--- config.mk ---
export PLATFORM = sky130hd
export DESIGN_NAME = pool_window_fetcher
export DESIGN_NICKNAME = d
export VERILOG_FILES = /design/src/rtl/pool_window_fetcher.sv
export SDC_FILE = /design/constraint.sdc
export NUM_CORES = 1
export LEC_CHECK = 0
export BUFFER_PORTS_ARGS = -buffer_cell sky130_fd_sc_hd__buf_2
export CAP_MARGIN = 5
export CORE_UTILIZATION = 46
export CTS_CLUSTER_SIZE = 40
export DETAILED_ROUTE_END_ITERATION = 8
export PLACE_DENSITY = 0.76
export SYNTH_ARGS = -nofsm -noshare
export SYNTH_HDL_FRONTEND = slang
export SYNTH_SLANG_ARGS = --single-unit
--- constraint.sdc ---
create_clock -name clk -period 1.8 [get_ports clk]
set_input_delay 0.27 -clock clk [delete_from_list [all_inputs] [get_ports clk]]
set_output_delay 0.27 -clock clk [all_outputs]
set_load 0.05 [all_outputs]
--- src/rtl/pool_window_fetcher.sv ---
// -----------------------------------------------------------------------------
// pool_window_fetcher
//
// Walks a square IMG_W x IMG_W layer-0 feature map in 2x2 windows, raster
// order. For each window it issues four reads, collects the samples into a
// registered quad and presents the quad, with its pooled index, to the
// downstream four-input max comparator through a valid/ready handshake.
//
// Per-window sequence: FETCH (4 reads) -> CAPT (last sample lands) ->
// PRESENT (wait for win_ready). This gives 6 cycles per window when the
// consumer is always ready. FIN pulses done once after the final window.
//
// Optional build macro:
//   POOL_RELU_EN  - when defined, each sample is clamped at zero (ReLU) as it
//                   is captured. Timing and handshake are unchanged.
//
// Ports:
//   clk        rising-edge clock
//   rst_n      asynchronous active-low reset
//   start      one-cycle request to pool the whole map (ignored unless idle)
//   busy       high while a map is being processed
//   done       one-cycle pulse after the last window handshake
//   mem_rd     layer-0 read strobe
//   mem_addr   layer-0 read address (0 when not reading)
//   mem_rdata  signed read data, valid one cycle after mem_rd
//   win_valid  window quad valid
//   win_ready  consumer accepts the quad
//   win_a..d   samples at (2r,2c), (2r,2c+1), (2r+1,2c), (2r+1,2c+1)
//   win_idx    pooled index r*(IMG_W/2)+c
// -----------------------------------------------------------------------------
module pool_window_fetcher #(
    parameter int DATA_WIDTH = 20,
    parameter int IMG_W      = 64,
    parameter int ADDR_WIDTH = 12,
    parameter int IDX_WIDTH  = 10
) (
    input  logic                         clk,
    input  logic                         rst_n,
    input  logic                         start,
    output logic                         busy,
    output logic                         done,
    output logic                         mem_rd,
    output logic [ADDR_WIDTH-1:0]        mem_addr,
    input  logic signed [DATA_WIDTH-1:0] mem_rdata,
    output logic                         win_valid,
    input  logic                         win_ready,
    output logic signed [DATA_WIDTH-1:0] win_a,
    output logic signed [DATA_WIDTH-1:0] win_b,
    output logic signed [DATA_WIDTH-1:0] win_c,
    output logic signed [DATA_WIDTH-1:0] win_d,
    output logic [IDX_WIDTH-1:0]         win_idx
);

    localparam int HALF = IMG_W / 2;
    localparam int CW   = (HALF > 1) ? $clog2(HALF) : 1;

    localparam logic [ADDR_WIDTH-1:0] PIX_ROW = ADDR_WIDTH'(IMG_W);
    localparam logic [ADDR_WIDTH-1:0] WIN_ROW = ADDR_WIDTH'(2 * IMG_W);
    localparam logic [IDX_WIDTH-1:0]  IDX_ROW = IDX_WIDTH'(HALF);
    localparam logic [CW-1:0]         LAST_RC = CW'(HALF - 1);

    typedef enum logic [2:0] {
        S_IDLE,
        S_FETCH,
        S_CAPT,
        S_PRESENT,
        S_FIN
    } state_t;

    state_t                        state_reg, state_next;
    logic [1:0]                    k_reg, k_next;
    logic [CW-1:0]                 r_reg, r_next;
    logic [CW-1:0]                 c_reg, c_next;
    logic [3:0]                    capt_en;
    logic signed [DATA_WIDTH-1:0]  capt_value;
    logic [ADDR_WIDTH-1:0]         base_addr;
    logic [ADDR_WIDTH-1:0]         addr_off;
    logic                          last_col;
    logic                          last_win;

    // ------------------------------------------------------------------
    // State and window-position registers
    // ------------------------------------------------------------------
    always_ff @(posedge clk or negedge rst_n) begin
        if (!rst_n) begin
            state_reg <= S_IDLE;
            k_reg     <= 2'd0;
            r_reg     <= '0;
            c_reg     <= '0;
        end else begin
            state_reg <= state_next;
            k_reg     <= k_next;
            r_reg     <= r_next;
            c_reg     <= c_next;
        end
    end

    assign last_col = (c_reg == LAST_RC);
    assign last_win = last_col && (r_reg == LAST_RC);

    // ------------------------------------------------------------------
    // Next-state logic and sample-slot capture enables
    // ------------------------------------------------------------------
    always_comb begin
        state_next = state_reg;
        k_next     = k_reg;
        r_next     = r_reg;
        c_next     = c_reg;
        capt_en    = 4'b0000;
        case (state_reg)
            S_IDLE: begin
                if (start) begin
                    state_next = S_FETCH;
                    k_next     = 2'd0;
                    r_next     = '0;
                    c_next     = '0;
                end
            end
            S_FETCH: begin
                k_next = k_reg + 2'd1;
                // Read data trails the strobe by one cycle, so read k-1 is
                // landing while read k is being issued.
                if (k_reg != 2'd0) capt_en[k_reg - 2'd1] = 1'b1;
                if (k_reg == 2'd3) state_next = S_CAPT;
            end
            S_CAPT: begin
                capt_en[3] = 1'b1;
                state_next = S_PRESENT;
            end
            S_PRESENT: begin
                if (win_ready) begin
                    if (last_win) begin
                        state_next = S_FIN;
                    end else begin
                        state_next = S_FETCH;
                        k_next     = 2'd0;
                        if (last_col) begin
                            c_next = '0;
                            r_next = r_reg + 1'b1;
                        end else begin
                            c_next = c_reg + 1'b1;
                        end
                    end
                end
            end
            S_FIN: begin
                // Park the position at the origin so an idle block shows idx 0.
                state_next = S_IDLE;
                r_next     = '0;
                c_next     = '0;
            end
            default: state_next = S_IDLE;
        endcase
    end

    // ------------------------------------------------------------------
    // Read address generation: base = 2r*IMG_W + 2c
    // ------------------------------------------------------------------
    assign base_addr = ADDR_WIDTH'(r_reg) * WIN_ROW + (ADDR_WIDTH'(c_reg) << 1);

    always_comb begin
        addr_off = '0;
        case (k_reg)
            2'd0: addr_off = '0;
            2'd1: addr_off = ADDR_WIDTH'(1);
            2'd2: addr_off = PIX_ROW;
            2'd3: addr_off = PIX_ROW + ADDR_WIDTH'(1);
            default: addr_off = '0;
        endcase
    end

    assign mem_rd   = (state_reg == S_FETCH);
    assign mem_addr = mem_rd ? (base_addr + addr_off) : '0;

    // ------------------------------------------------------------------
    // Sample conditioning at capture
    // ------------------------------------------------------------------
`ifdef POOL_RELU_EN
    assign capt_value = mem_rdata[DATA_WIDTH-1] ? '0 : mem_rdata;
`else
    assign capt_value = mem_rdata;
`endif

    // ------------------------------------------------------------------
    // Quad sample slots a, b, c, d
    // ------------------------------------------------------------------
    genvar gi;
    generate
        for (gi = 0; gi < 4; gi++) begin : g_slot
            logic signed [DATA_WIDTH-1:0] slot_reg;
            always_ff @(posedge clk or negedge rst_n) begin
                if (!rst_n) begin
                    slot_reg <= '0;
                end else if (capt_en[gi]) begin
                    slot_reg <= capt_value;
                end
            end
        end
    endgenerate

    assign win_a = g_slot[0].slot_reg;
    assign win_b = g_slot[1].slot_reg;
    assign win_c = g_slot[2].slot_reg;
    assign win_d = g_slot[3].slot_reg;

    // ------------------------------------------------------------------
    // Status and handshake outputs
    // ------------------------------------------------------------------
    assign win_valid = (state_reg == S_PRESENT);
    assign win_idx   = IDX_WIDTH'(r_reg) * IDX_ROW + IDX_WIDTH'(c_reg);
    assign busy      = (state_reg == S_FETCH) || (state_reg == S_CAPT) ||
                       (state_reg == S_PRESENT);
    assign done      = (state_reg == S_FIN);

endmodule

==> qor.yml, run 1 <==
status: "finished, violations left"
violations: "setup timing"
antenna_cells: 0
ys_seq_area_share_pct: 58.2
synthArstFlopShare_pct: 100
fin_skew_ps: 15.9
yosysWarnings: 0
synth_xor_area_share_pct: 0
worst_slack_ps: -103
coreArea_um2: 8680
wl_per_cell_um: 17.9
place.gp.congestion: 0.874
cts_sinks: 95
ys_ff_latch: 95
period_needed_ps: 1900
holdCritPathClass: "in -> reg"
vias: 3136
arrival_ps: 2140
netlist_area_um2: 4090
row_count: 34
die-area_um2: 9260
synth_adder_area_share_pct: 3.37
ys_types: 43
layout-drive-gt1-share_pct: 67.3
hold_ws_ps: 178
dpl_cell_area_um2: 5220
clock_path_buffers: 2
syn_avg_cell_area_um2: 13.9
synth_top_family_by_area: "multiplexers"
final_cells: 594
synth_compound_area_share_pct: 5.45
crit_path_max_fanout: 10
yosys.area_share.simple_pct: 8.18
antenna_found_initial: 0
htreeDepth: 3
drc: 0
postRouteAntennaNets: 0
drtIter0Drc: 90
clockRootBuffer: "clkbuf_8"
hpwl_um: 6730
drv_cap: 0
worstMarginPinSlew_ps: 330
clk_latency_ps: 350
syn_inst: 294
fin_crit_sh_pct: 106
yosysTopAreaCell: "dfrtp_1"
grt_usage_pct: 20.7
synth_edf_count: 0
final_cell_mix: "buf_2, dfrtp_1, mux2_2"
rsz0062_at_grt: "yes"
grt_pass1_vias: 2943
viasPerCell: 5.28
fin_nets: 517
max_freq_ghz: 0.526
end_kind: "flop"
synth_ff_type: "dfrtp_1"
drtPass1Iterations: 4
layout_commonest_cell: "buf_2"
area_growth_pct: 46.0
wirelength_um: 10600
placed_cells: 552
grt_pass1_wl_um: 14500
setup_viol: 32
hold_violations: 0
start_util_pct: 47.1
die_w_um: 96.3
synth_top_area_share_pct: 58.2
synth_nets: 329
place.port_buffers: 129
io_pins: 130
start_kind: "flop"
ys_top_cells_by_area: "dfrtp_1, mux2_2, ha_1"
cts_tree: "yes"
critPathRequiredTime_ps: 2040
finish.instance_area_um2: 5970
cts_buffers: 9
overflow: 0
slew_headroom_pct: 77.9
die_h_um: 96.3
clk_pin_slew_ps: 100
synthMuxAreaShare_pct: 22.0
grt_start_max_net_pins: 47
maxSlewViolCount: 0
crit_type: "reg -> reg"
path summary, 6_finish.rpt:
| kind | slack (ps) | startpoint | cells after the start | endpoint |
|---|---|---|---|---|
| setup / recovery | -100 | k_reg[1]$_DFFE_PN0P_ | 8 | win_d[10]$_DFFE_PN0P_ |
| min in group asynchronous | 350 | rst_n | 2 | win_d[2]$_DFFE_PN0P_ |
| hold reg to reg | 500 | win_b[11]$_DFFE_PN0P_ | 1 | win_b[11]$_DFFE_PN0P_ |
| setup reg to reg | -100 | k_reg[1]$_DFFE_PN0P_ | 8 | win_d[10]$_DFFE_PN0P_ |
| max in group asynchronous | 850 | rst_n | 3 | c_reg[2]$_DFFE_PN0P_ |
| hold / removal | 180 | mem_rdata[11] | 2 | win_b[11]$_DFFE_PN0P_ |
cell type report:
class                           instances  area [um2]
Fill cell                             617        2710
Multi-Input combinational cell        180        1830
Clock buffer                            9         124
Inverter                                5        18.8
Timing Repair Buffer                  191        1400
Tap cell                              108         135
Sequential cell                        95        2390
Clock inverter                          6        68.8
critical path, cell delays in order (launching register included):
cell and delay, ps:
dfrtp_1 440, inv_2 90, ha_1 200, and4bb_1 270, a21oi_2 40, nor2_2 130, buf_6 130, clkbuf_16 150
mux2_2 330
cell families (layout without fill, tap and decap cells):
group                      count (synthesis)  count (layout)
DFF                                       95              95
muxes                                     80              80
and+or+nand+nor                           55              55
AOI/OAI and AO/OA                         34              34
buffers and inverters                     19             211
adders and majority gates                 11              11
Yosys cell counts (2+ instances only):
cell and n:
dfrtp_1 95, mux2_2 76, and2_1 12, ha_1 11
nand2_1 9, o21ai_0 8, and3_1 6, buf_4 6
a21oi_1 5, nor2_1 5, buf_2 4, inv_1 4
mux2_1 4, nor3b_1 4, a31oi_1 3, nor4_1 3
o211ai_1 3, a211o_1 2, a21o_1 2, a22o_1 2
and3b_1 2, buf_6 2, clkbuf_1 2, nand2b_1 2
nor2b_1 2, o21ai_1 2, o2bb2ai_1 2
per-layer routing:
metal  GRT usage (%)  share of wire [%]
met5               0                  0
met4            5.97                1.4
met3            4.74                5.1
met2            35.2                 50
met1            26.4                 43
through the flow:
stage               util (%)  setup TNS, ps  worst slack [ps]
floorplan                  -           -265             -98.6
CTS                     64.4           -273             -69.2
detailed placement      60.2           -408             -33.5
finish                  68.8          -2380              -103
global placement        60.2           -264             -41.7
global route            68.8          -4550              -155
what timing repair did:
item	in CTS	in global routing
gates resized for setup	33	55
hold buffers	1	0
setup endpoints to repair	62	102
endpoints found under the hold margin	21	0
gates cloned	0	5
buffers inserted	9	12
pin swaps	2	11
Power of run 1 is not shown: default switching activity piles up to over one toggle a cycle in this logic, so the estimate is an artifact.
==> inputs of run 2 (changes only) <==
- CORE_ASPECT_RATIO: default -> 0.6
- CORE_UTILIZATION: 46 -> 48
- CTS_BUF_LIST: default -> sky130_fd_sc_hd__clkbuf_4
- PLACE_DENSITY: 0.76 -> 0.79
==> run 2 against run 1 <==
The run still ends with setup timing left. Final area increased by 2.2%. Die area shrank 3.9%. Via count increased by 0.48%. Critical path depth fell by 4. Utilization is 6.8 points higher. Clock skew about the same. Register-to-register slack better by 50 ps. Non-clock buffer count is 2 higher. Maximum frequency down 6.3%. Sequential share of layout area down 0.90 points.
==> qor.yml, run 2 (synthesized netlist as in run 1, its figures left out) <==
status: "finished, violations left"  # unchanged
violations: "setup timing"  # unchanged
drv_cap: 0  # unchanged
final_cell_mix: "buf_2, dfrtp_1, mux2_2"  # unchanged
r2r-start: "state_reg[1]$_DFFE_PN0P_"  # was k_reg[1]$_DFFE_PN0P_
viasPerCell: 5.29  # was 5.28
antenna_cells: 0  # unchanged
clockRootBuffer: "clkbuf_4"  # was clkbuf_8
setup.worst_path.end: "mem_addr[0]"  # was win_d[10]$_DFFE_PN0P_
multi_input_comb_area_um2: 1950  # was 1830 um2
critPathRequiredTime_ps: 1530  # was 2040 ps
layout-drive-gt1-share_pct: 68.2  # was 67.3%
hold_ws_ps: 64.6  # was 178 ps
worst_path_max_delay_cell: "dfrtp_2"  # was dfrtp_1
fin_crit_sh_pct: 113  # was 106%
rsz0062_at_grt: "yes"  # unchanged
grt_pass1_wl_um: 16500  # was 14500 um
hold_violations: 0  # unchanged
register_area_um2: 2390  # about the same
place.port_buffers: 129  # unchanged
postRouteAntennaNets: 0  # unchanged
layout_commonest_cell: "buf_2"  # unchanged
start_kind: "flop"  # unchanged
hpwl_um: 6780  # was 6730 um
fin_nets: 519  # was 517
die_h_um: 73.5  # was 96.3 um
wirelength_um: 10900  # was 10600 um
max_freq_ghz: 0.493  # was 0.526 GHz
cts_sinks: 95  # unchanged
maxSlewViolCount: 0  # unchanged
crit_type: "reg -> out"  # was reg -> reg
die_w_um: 121  # was 96.3 um
r2r_cells: 9  # was 8
start_util_pct: 50.6  # was 47.1%
overflow: 0  # unchanged
max_stage_delay_ps: 470  # was 440 ps
worst_slack_ps: -230  # was -103 ps
cp_cell_sequence: "nor3_4 -> buf_6 -> nor3b_4 -> buf_6"  # was inv_2 -> ha_1 -> and4bb_1 -> a21oi_2 -> nor2_2 -> buf_6 -> clkbuf_16 -> mux2_2
n_fill_cell: 519  # was 617
row_count: 25  # was 34
clock_path_buffers: 2  # unchanged
die-area_um2: 8900  # was 9260 um2
area_growth_pct: 49.3  # was 46.0%
holdCritPathClass: "in -> reg"  # unchanged
clk_pin_slew_ps: 150  # was 100 ps
arrival_ps: 1760  # was 2140 ps
drtPass1Iterations: 4  # unchanged
drc: 0  # unchanged
worstMarginPinSlew_ps: 353  # was 330 ps
dr_wl_met3_um: 836  # was 538 um
io_pins: 130  # unchanged
place.gp.congestion: 0.835  # was 0.874
cts_buffers: 9  # unchanged
path_common_cell: "buf_6"
htreeDepth: 3  # unchanged
vias: 3151  # was 3136
cts_tree: "yes"  # unchanged
wl_met2_um: 4940  # was 5370 um
grt_pass1_vias: 3145  # was 2943
crit_path_max_fanout: 4  # was 10
antenna_found_initial: 0  # unchanged
timing.reg2reg.setup_slack_ps: -50  # was -100 ps
period_needed_ps: 2030  # was 1900 ps
grt_usage_pct: 25.1  # was 20.7%
fin_skew_ps: 16.0  # was 15.9 ps
coreArea_um2: 8070  # was 8680 um2
wl_per_cell_um: 18.2  # was 17.9 um
clk_latency_ps: 460  # was 350 ps
r2r-end: "c_reg[2]$_DFFE_PN0P_"  # was win_d[10]$_DFFE_PN0P_
end_kind: "output port"  # was flop
critPathLaunch: "state_reg[1]$_DFFE_PN0P_"  # was k_reg[1]$_DFFE_PN0P_
grt_start_max_net_pins: 65  # was 47
setup_viol: 45  # was 32
wl_met1_um: 4980  # was 4590 um
slew_headroom_pct: 76.5  # was 77.9%
drtIter0Drc: 195  # was 90
topRoutingLayerUsed: "met4"  # unchanged
-- run 2: changes by cell type in the layout (fill, tap and decap cells not counted), sizes merged --
cell | previous run | this run
buf | 185 | 192
clkbuf | 14 | 9
-- run 2: what timing repair did --
| item | 4_1_cts | 5_1_grt |
|---|---|---|
| pin swaps | 7 | 12 |
| setup endpoints to repair | 47 | 68 |
| resized for setup | 68 | 89 |
| cloned | 2 | 2 |
| hold buffers | 1 | 0 |
| hold endpoints to repair | 95 | 0 |
| buffers inserted | 17 | 15 |
-- run 2: routing by layer --
metal  vias to the layer above  track usage, %
li1                       1433               -
met1                      1591            33.7
met4                         0            5.49
met3                        10            9.78
met2                       117            38.7
met5                         -               0
-- run 2: worst max-delay path, delay by kind of cell, from the launching register on --
family | cells | cell delay, ps
buffers and inverters | 2 | 340
flip-flops | 1 | 470
AND/OR/NAND/NOR | 2 | 490
-- run 2: worst min path at each step --
stage	startpoint	to	slack (ps)	depth (start not counted)
3_3_place_gp	rst_n	win_c[17]$_DFFE_PN0P_	250	2
6_report	mem_rdata[11]	win_b[11]$_DFFE_PN0P_	60	2
5_1_grt	mem_rdata[11]	win_b[11]$_DFFE_PN0P_	20	2
2_1_floorplan	rst_n	c_reg[0]$_DFFE_PN0P_	-30	0
3_5_place_dp	rst_n	win_a[17]$_DFFE_PN0P_	250	2
4_1_cts	mem_rdata[11]	win_a[11]$_DFFE_PN0P_	30	2
-- run 2: metrics by stage --
stage	instances	area [um2]	setup slack, ps	TNS, ps	util [%]
after global routing	596	6100	-322	-6250	75.6
after CTS	582	5690	-211	-2030	70.5
after global placement	547	5160	4.56	0	63.9
after detailed placement	547	5160	-41.5	-329	63.9
after floorplan	294	4190	-98.6	-265	-
final	596	6100	-230	-2650	75.6
-- run 2: area by class of cell --
type | instances | area share [%]
flip-flops and latches | 95 | 39.1
multi-input cells | 180 | 32.0
repair buffers | 193 | 24.0
well taps | 108 | 2.21
clock inverters | 6 | 1.15
clock buffers | 9 | 1.11
inverters | 5 | 0.390
Power of run 2 is left out for the same reason.
